File: src/rtl/ps2_pkg.sv
// Shared types and constants for the PS/2 scan-code receiver.
package ps2_pkg;

    // Frame deframer states.
    typedef enum logic [1:0] {
        ST_IDLE   = 2'd0,
        ST_DATA   = 2'd1,
        ST_PARITY = 2'd2,
        ST_STOP   = 2'd3
    } ps2_state_e;

    // Scan-code prefixes folded into the following key event.
    localparam logic [7:0] PREFIX_EXT = 8'hE0;
    localparam logic [7:0] PREFIX_BRK = 8'hF0;

    // One buffered key event.
    typedef struct packed {
        logic       ext;
        logic       brk;
        logic [7:0] code;
    } ps2_event_t;

    localparam int EVENT_W = $bits(ps2_event_t);

    // PS/2 uses odd parity: data bits plus parity bit hold an odd number of ones.
    function automatic logic odd_parity_ok(input logic [7:0] data, input logic parity);
        return ^{data, parity};
    endfunction

endpackage

File: src/rtl/ps2_event_fifo.sv
// Small first-word-fall-through FIFO for decoded key events. The head entry
// is presented directly from storage; outputs read as zero while empty.
module ps2_event_fifo
    import ps2_pkg::*;
#(
    parameter int DEPTH = 8,
    parameter int WIDTH = EVENT_W
) (
    input  logic             clk,
    input  logic             rst_n,
    input  logic             push,
    input  logic [WIDTH-1:0] push_data,
    input  logic             pop,
    output logic [WIDTH-1:0] pop_data,
    output logic             full,
    output logic             empty
);

    localparam int AW = $clog2(DEPTH);
    localparam logic [AW-1:0] PTR_ONE   = AW'(1);
    localparam logic [AW:0]   CNT_ONE   = (AW + 1)'(1);
    localparam logic [AW:0]   CNT_DEPTH = (AW + 1)'(DEPTH);

    logic [WIDTH-1:0] mem_q [DEPTH];
    logic [AW-1:0]    wr_ptr_q, wr_ptr_d;
    logic [AW-1:0]    rd_ptr_q, rd_ptr_d;
    logic [AW:0]      count_q, count_d;
    logic             push_ok;
    logic             pop_ok;

    assign full  = (count_q == CNT_DEPTH);
    assign empty = (count_q == '0);

    // A push into a full FIFO still fits when the head leaves in the same cycle.
    assign pop_ok  = pop && !empty;
    assign push_ok = push && (!full || pop_ok);

    assign pop_data = empty ? '0 : mem_q[rd_ptr_q];

    // Next-state pointers and occupancy.
    always_comb begin
        wr_ptr_d = wr_ptr_q;
        rd_ptr_d = rd_ptr_q;
        count_d  = count_q;
        if (push_ok) begin
            wr_ptr_d = wr_ptr_q + PTR_ONE;
        end
        if (pop_ok) begin
            rd_ptr_d = rd_ptr_q + PTR_ONE;
        end
        case ({push_ok, pop_ok})
            2'b10:   count_d = count_q + CNT_ONE;
            2'b01:   count_d = count_q - CNT_ONE;
            default: count_d = count_q;
        endcase
    end

    // Pointer and occupancy registers.
    always_ff @(posedge clk or negedge rst_n) begin
        if (!rst_n) begin
            wr_ptr_q <= '0;
            rd_ptr_q <= '0;
            count_q  <= '0;
        end else begin
            wr_ptr_q <= wr_ptr_d;
            rd_ptr_q <= rd_ptr_d;
            count_q  <= count_d;
        end
    end

    // Event storage; contents need no reset since empty masks the head.
    always_ff @(posedge clk) begin
        if (push_ok) begin
            mem_q[wr_ptr_q] <= push_data;
        end
    end

endmodule

File: src/rtl/ps2_scan_receiver.sv
// PS/2 keyboard receiver in the system clock domain: synchronise and filter
// the pins, deframe 11-bit frames, fold E0/F0 prefixes into key events and
// queue them for a ready/valid consumer.
module ps2_scan_receiver
    import ps2_pkg::*;
#(
    parameter int FILTER_LEN     = 8,
    parameter int TIMEOUT_CYCLES = 100000,
    parameter int FIFO_DEPTH     = 8
) (
    input  logic       clk,
    input  logic       rst_n,
    input  logic       ps2_clk,
    input  logic       ps2_data,
    output logic [7:0] key_code,
    output logic       is_break,
    output logic       is_extended,
    output logic       key_valid,
    input  logic       key_ready,
    output logic       frame_err,
    output logic       overflow
);

    localparam int FW = $clog2(FILTER_LEN);
    localparam int TW = $clog2(TIMEOUT_CYCLES);
    localparam logic [FW-1:0] FLT_LAST = FW'(FILTER_LEN - 1);
    localparam logic [FW-1:0] FLT_ONE  = FW'(1);
    // Counter reads k-1 in the k-th cycle after a sample, so matching T-2
    // registers frame_err exactly TIMEOUT_CYCLES cycles after that sample.
    localparam logic [TW-1:0] TMO_LAST = TW'(TIMEOUT_CYCLES - 2);
    localparam logic [TW-1:0] TMO_ONE  = TW'(1);

    // ------------------------------------------------------------------
    // Input conditioning: index 0 is ps2_clk, index 1 is ps2_data.
    // ------------------------------------------------------------------
    logic [1:0] line_raw;
    logic [1:0] line_filt;

    assign line_raw = {ps2_data, ps2_clk};

    for (genvar gi = 0; gi < 2; gi++) begin : g_line
        logic [1:0]    sync_q;
        logic [FW-1:0] flt_cnt_q, flt_cnt_d;
        logic          filt_q, filt_d;

        // Accept a new level only after FILTER_LEN consecutive differing samples.
        always_comb begin
            filt_d    = filt_q;
            flt_cnt_d = '0;
            if (sync_q[1] != filt_q) begin
                if (flt_cnt_q == FLT_LAST) begin
                    filt_d = sync_q[1];
                end else begin
                    flt_cnt_d = flt_cnt_q + FLT_ONE;
                end
            end
        end

        // Two-flop synchroniser and filter state; idle-high lines reset to 1.
        always_ff @(posedge clk or negedge rst_n) begin
            if (!rst_n) begin
                sync_q    <= 2'b11;
                flt_cnt_q <= '0;
                filt_q    <= 1'b1;
            end else begin
                sync_q    <= {sync_q[0], line_raw[gi]};
                flt_cnt_q <= flt_cnt_d;
                filt_q    <= filt_d;
            end
        end

        assign line_filt[gi] = filt_q;
    end

    // ------------------------------------------------------------------
    // Sample event on the filtered clock falling edge.
    // ------------------------------------------------------------------
    logic clk_prev_q;
    logic sample_evt;
    logic sample_bit;

    // Previous filtered clock level for falling-edge detection.
    always_ff @(posedge clk or negedge rst_n) begin
        if (!rst_n) begin
            clk_prev_q <= 1'b1;
        end else begin
            clk_prev_q <= line_filt[0];
        end
    end

    assign sample_evt = clk_prev_q && !line_filt[0];
    assign sample_bit = line_filt[1];

    // ------------------------------------------------------------------
    // Frame deframer with inter-bit timeout.
    // ------------------------------------------------------------------
    ps2_state_e    state_q;
    logic [2:0]    bit_cnt_q;
    logic [7:0]    shift_q;
    logic          parity_q;
    logic [TW-1:0] tmo_cnt_q;
    logic          byte_done_q;
    logic [7:0]    byte_q;
    logic          frame_err_q;

    // Deframe start/data/parity/stop; any error or stall returns to IDLE.
    always_ff @(posedge clk or negedge rst_n) begin
        if (!rst_n) begin
            state_q     <= ST_IDLE;
            bit_cnt_q   <= '0;
            shift_q     <= '0;
            parity_q    <= 1'b0;
            tmo_cnt_q   <= '0;
            byte_done_q <= 1'b0;
            byte_q      <= '0;
            frame_err_q <= 1'b0;
        end else begin
            byte_done_q <= 1'b0;
            frame_err_q <= 1'b0;
            if (state_q == ST_IDLE) begin
                tmo_cnt_q <= '0;
                if (sample_evt && !sample_bit) begin
                    state_q   <= ST_DATA;
                    bit_cnt_q <= '0;
                end
            end else if (sample_evt) begin
                tmo_cnt_q <= '0;
                case (state_q)
                    ST_DATA: begin
                        shift_q   <= {sample_bit, shift_q[7:1]};
                        bit_cnt_q <= bit_cnt_q + 3'd1;
                        if (bit_cnt_q == 3'd7) begin
                            state_q <= ST_PARITY;
                        end
                    end
                    ST_PARITY: begin
                        parity_q <= sample_bit;
                        state_q  <= ST_STOP;
                    end
                    default: begin
                        if (sample_bit && odd_parity_ok(shift_q, parity_q)) begin
                            byte_done_q <= 1'b1;
                            byte_q      <= shift_q;
                        end else begin
                            frame_err_q <= 1'b1;
                        end
                        state_q <= ST_IDLE;
                    end
                endcase
            end else if (tmo_cnt_q == TMO_LAST) begin
                frame_err_q <= 1'b1;
                state_q     <= ST_IDLE;
                tmo_cnt_q   <= '0;
            end else begin
                tmo_cnt_q <= tmo_cnt_q + TMO_ONE;
            end
        end
    end

    // ------------------------------------------------------------------
    // Prefix decoder and event queue.
    // ------------------------------------------------------------------
    logic       ext_q, ext_d;
    logic       brk_q, brk_d;
    logic       overflow_q, overflow_d;
    logic       push;
    ps2_event_t push_evt;
    ps2_event_t head_evt;
    logic       fifo_full;
    logic       fifo_empty;
    logic       pop;

    assign key_valid = !fifo_empty;
    assign pop       = key_valid && key_ready;

    // Fold E0/F0 into flags; any other byte becomes an event and clears them.
    always_comb begin
        ext_d         = ext_q;
        brk_d         = brk_q;
        push          = 1'b0;
        push_evt.ext  = ext_q;
        push_evt.brk  = brk_q;
        push_evt.code = byte_q;
        if (frame_err_q) begin
            ext_d = 1'b0;
            brk_d = 1'b0;
        end else if (byte_done_q) begin
            if (byte_q == PREFIX_EXT) begin
                ext_d = 1'b1;
            end else if (byte_q == PREFIX_BRK) begin
                brk_d = 1'b1;
            end else begin
                push  = 1'b1;
                ext_d = 1'b0;
                brk_d = 1'b0;
            end
        end
        overflow_d = push && fifo_full && !pop;
    end

    // Prefix flags and the overflow pulse.
    always_ff @(posedge clk or negedge rst_n) begin
        if (!rst_n) begin
            ext_q      <= 1'b0;
            brk_q      <= 1'b0;
            overflow_q <= 1'b0;
        end else begin
            ext_q      <= ext_d;
            brk_q      <= brk_d;
            overflow_q <= overflow_d;
        end
    end

    ps2_event_fifo #(
        .DEPTH (FIFO_DEPTH),
        .WIDTH (EVENT_W)
    ) u_fifo (
        .clk       (clk),
        .rst_n     (rst_n),
        .push      (push),
        .push_data (push_evt),
        .pop       (pop),
        .pop_data  (head_evt),
        .full      (fifo_full),
        .empty     (fifo_empty)
    );

    assign key_code    = head_evt.code;
    assign is_break    = head_evt.brk;
    assign is_extended = head_evt.ext;
    assign frame_err   = frame_err_q;
    assign overflow    = overflow_q;

endmodule

File: config.mk
export PLATFORM = sky130hd
export DESIGN_NAME = ps2_scan_receiver
export DESIGN_NICKNAME = d
export VERILOG_FILES = /design/src/rtl/ps2_pkg.sv /design/src/rtl/ps2_event_fifo.sv /design/src/rtl/ps2_scan_receiver.sv
export SDC_FILE = /design/constraint.sdc
export NUM_CORES = 1
export LEC_CHECK = 0
export CAP_MARGIN = 20
export CORE_ASPECT_RATIO = 1.4
export CORE_MARGIN = 1.5
export CORE_UTILIZATION = 45
export DETAILED_ROUTE_END_ITERATION = 8
export PLACE_DENSITY = 0.61
export RECOVER_POWER = 50
export SLEW_MARGIN = 20
export SYNTH_ARGS = -nofsm -noshare
export SYNTH_HDL_FRONTEND = slang
export SYNTH_SLANG_ARGS = --single-unit
File: constraint.sdc
create_clock -name clk -period 4.1 [get_ports clk]
set_input_delay 0.615 -clock clk [delete_from_list [all_inputs] [get_ports clk]]
set_output_delay 0.615 -clock clk [all_outputs]
set_load 0.005 [all_outputs]
==> flow_summary.json <==
{
  "ys_seq_area_share_pct": 65.76,
  "cpPeakStageDelay_ps": 740,
  "fin_crit_ps": 3161,
  "fin_tns_setup_ps": 0,
  "drc": 0,
  "overflow": 0,
  "critical_path.top_delay_family": "flip-flops",
  "clk_latency_ps": 410,
  "cts_made_buffers": 17,
  "cp_data_arrival_time_ps": 2550,
  "synth_cells": 406,
  "synth_ff_type": "edfxtp_1",
  "vdd_drop_max_mv": 0.3020,
  "rsz0062_at_grt": "false",
  "whs_path_depth": 0,
  "fin_crit_sh_pct": 77.11,
  "drv_slew": 47,
  "hold_class": "register to register",
  "cap_violations": 1,
  "cts_tree": "done",
  "grt_max_degree": 47,
  "place_inst": 603,
  "synth_edf_count": 80,
  "wl_per_cell_um": 15.79,
  "port_buffers": 17,
  "clk_pin_slew_ps": 60,
  "multiInputGateArea_um2": 2051,
  "p_comb_share_pct": 23.1,
  "reg2reg_depth": 12,
  "grt_usage_pct": 15.45,
  "final_area_um2": 7219,
  "die_area_um2": 14540,
  "p_int_mw": 3.131,
  "n_fill_cell": 1096,
  "fp.coreArea_um2": 13450,
  "htreeDepth": 4,
  "rows": 50,
  "viasPerCell": 5.121,
  "antenna_left": 0,
  "final_cells": 635,
  "hold_viol_final": 0,
  "outcome": "finished, violations left",
  "power_density_nw_per_um2": 601.7,
  "p_leak_nw": 2.804,
  "cts.sinks": 147,
  "violations": "capacitance limit, slew limit",
  "die_x_um": 102.3,
  "crit_start": "u_fifo.rd_ptr_q[0]",
  "path_class": "register to primary output",
  "required_ps": 3480,
  "maxSlewHeadroom_pct": -62.58,
  "clock_skew_ps": 8.396,
  "worstHoldStart": "g_line[0].sync_q[0]",
  "area_growth_pct": 16.14,
  "hold_buffers": 0,
  "switchingPower_mw": 1.214,
  "dp_hpwl_um": 6935,
  "critical-path-slowest-cell": "dfrtp_1",
  "p_seq_share_pct": 42.9,
  "syn_nets": 429,
  "n_antenna_cell": 0,
  "yosysUniqueCellTypes": 39,
  "drive_gt1_share_pct": 20.31,
  "cts_root_buf": "clkbuf_16",
  "end_kind": "primary output",
  "cp_cell_sequence": "buf_12 > mux4_2 > mux2i_1 > nor2_1 > clkdlybuf4s50_1",
  "cts_setup_buffers": 0,
  "drt_iter0_markers": 124,
  "fmax_mhz": 316.3,
  "cts_max_path_buffers": 2,
  "final_cell_mix": "edfxtp_1, dfrtp_1, nor2_1",
  "initial_core_util_pct": 46.21,
  "cp_num_buf_inv": 2,
  "place_area_um2": 6653,
  "fin_nets": 463,
  "synth.avg_cell_area_um2": 15.31,
  "final_common_cell": "edfxtp_1",
  "dieHeight_um": 142.1,
  "p_sw_share_pct": 27.94,
  "drt_wl_total_um": 10030,
  "worst_pin_slew_ps": 2439,
  "synthArstFlopShare_pct": 45.58,
  "worstReg2RegStart": "byte_q[2]",
  "ios": 18,
  "setup_violations": 0,
  "area.sequential_um2": 4088,
  "crit_path_start_kind": "register",
  "grt_pass1_wl_um": 17120,
  "syn_area_um2": 6216,
  "cts.repair.resized": 0,
  "crit_path_max_fanout": 13,
  "ys_ff_latch": 147,
  "yosys_warnings": 0,
  "cp.depth": 5,
  "vias": 3252,
  "dr.pass1.iters": 4,
  "place_congestion": 0.7288,
  "antenna_found_initial": 0,
  "p_clk_share_pct": 34.0,
  "grt_pass1_vias": 3401
}
-- layout make-up --
class,count,share of cell area (%)
inverters,9,0.4679
flip-flops and latches,147,56.62
clock inverters,15,2.028
multi-input cells,238,28.41
well taps,182,3.154
repair buffers,27,3.432
clock buffers,17,5.893
-- metrics by stage --
step	hold WS (ps)	util (%)	total power [mW]	worst slack [ps]
after floorplan	319.4	-	2.543	1663
after global placement	347.5	49.46	2.892	1039
after detailed placement	346.8	49.46	2.921	949.5
after CTS	358.1	53.71	4.410	874.2
after global routing	359.2	53.67	4.589	448.9
final	356.2	53.67	4.344	938.6
-- metal layers --
metal / GRT usage, % / vias to the layer above / share of wire, %
li1: - / 1557 / -
met1: 18.34 / 1657 / 43
met2: 27.22 / 31 / 54
met3: 3.536 / 7 / 1.7
met4: 5.407 / 0 / 0.91
met5: 0 / - / 0
-- worst reg2reg max path: stages, from the launching register on --
cell	delay (ps)
dfrtp_1	510
nand4b_1	190
o41ai_1	90
buf_4	160
nor3_1	380
inv_1	180
ha_1	290
xor2_1	190
ha_1	190
a21oi_1	140
xor2_1	170
nor2_1	60
xor2_1	140
-- kinds of logic after synthesis --
family          share of synthesized area (%)
compound gates                          1.993
xor+xnor                                4.388
fa+ha+maj                               3.623
buf+inv                                 1.349
flops                                   65.76
mux                                     13.35
simple gates                            9.541
-- synth_stat cells, types with 5 or more instances --
library cell | number | area, µm²
dfrtp_1 | 60 | 1501
nor2_1 | 37 | 138.9
dfstp_2 | 7 | 183.9
nand2_1 | 22 | 82.58
ha_1 | 18 | 225.2
a21oi_1 | 7 | 35.03
inv_1 | 9 | 33.78
mux2_2 | 20 | 225.2
mux2i_1 | 11 | 110.1
xnor2_1 | 14 | 122.6
clkbuf_1 | 8 | 30.03
nor3_1 | 8 | 40.04
edfxtp_1 | 80 | 2402
xor2_1 | 12 | 105.1
nand2b_1 | 8 | 50.05
nand3_1 | 6 | 30.03
nor2b_1 | 9 | 56.30
and2_1 | 5 | 31.28
o21ai_0 | 6 | 30.03
mux4_2 | 20 | 450.4
-- state kept, by name, summed over array words and instances (netlist names) --
name and flops:
g_line.filt_q 2, overflow 1, clk_prev_q 1, u_fifo.wr_ptr_q 3, u_fifo.mem_q 80, u_fifo.rd_ptr_q 3, frame_err 1, byte_q 8
state_q 2, ext_q 1, g_line.sync_q 4, tmo_cnt_q 17, g_line.flt_cnt_q 6, u_fifo.count_q 4, byte_done_q 1, parity_q 1
bit_cnt_q 3, brk_q 1, shift_q 8
-- power groups by stage --
stage	Clock (mW)	Sequential, mW	Combinational, mW
global placement	0	1.89	0.998
global route	1.58	1.89	1.13
CTS	1.52	1.87	1.02
floorplan	0	1.76	0.782
detailed placement	0	1.90	1.02
finish	1.48	1.86	1.00
-- final timing paths --
| kind | endpoint | slack [ps] |
|---|---|---|
| min in group asynchronous | tmo_cnt_q[15] | 950 |
| min | g_line[0].sync_q[1] | 360 |
| max | key_code[7] | 940 |
| max reg2reg | u_fifo.count_q[2] | 1290 |
| max in group asynchronous | ext_q | 1120 |
| min reg2reg | g_line[0].sync_q[1] | 360 |
(Power assumes the default switching activity.)
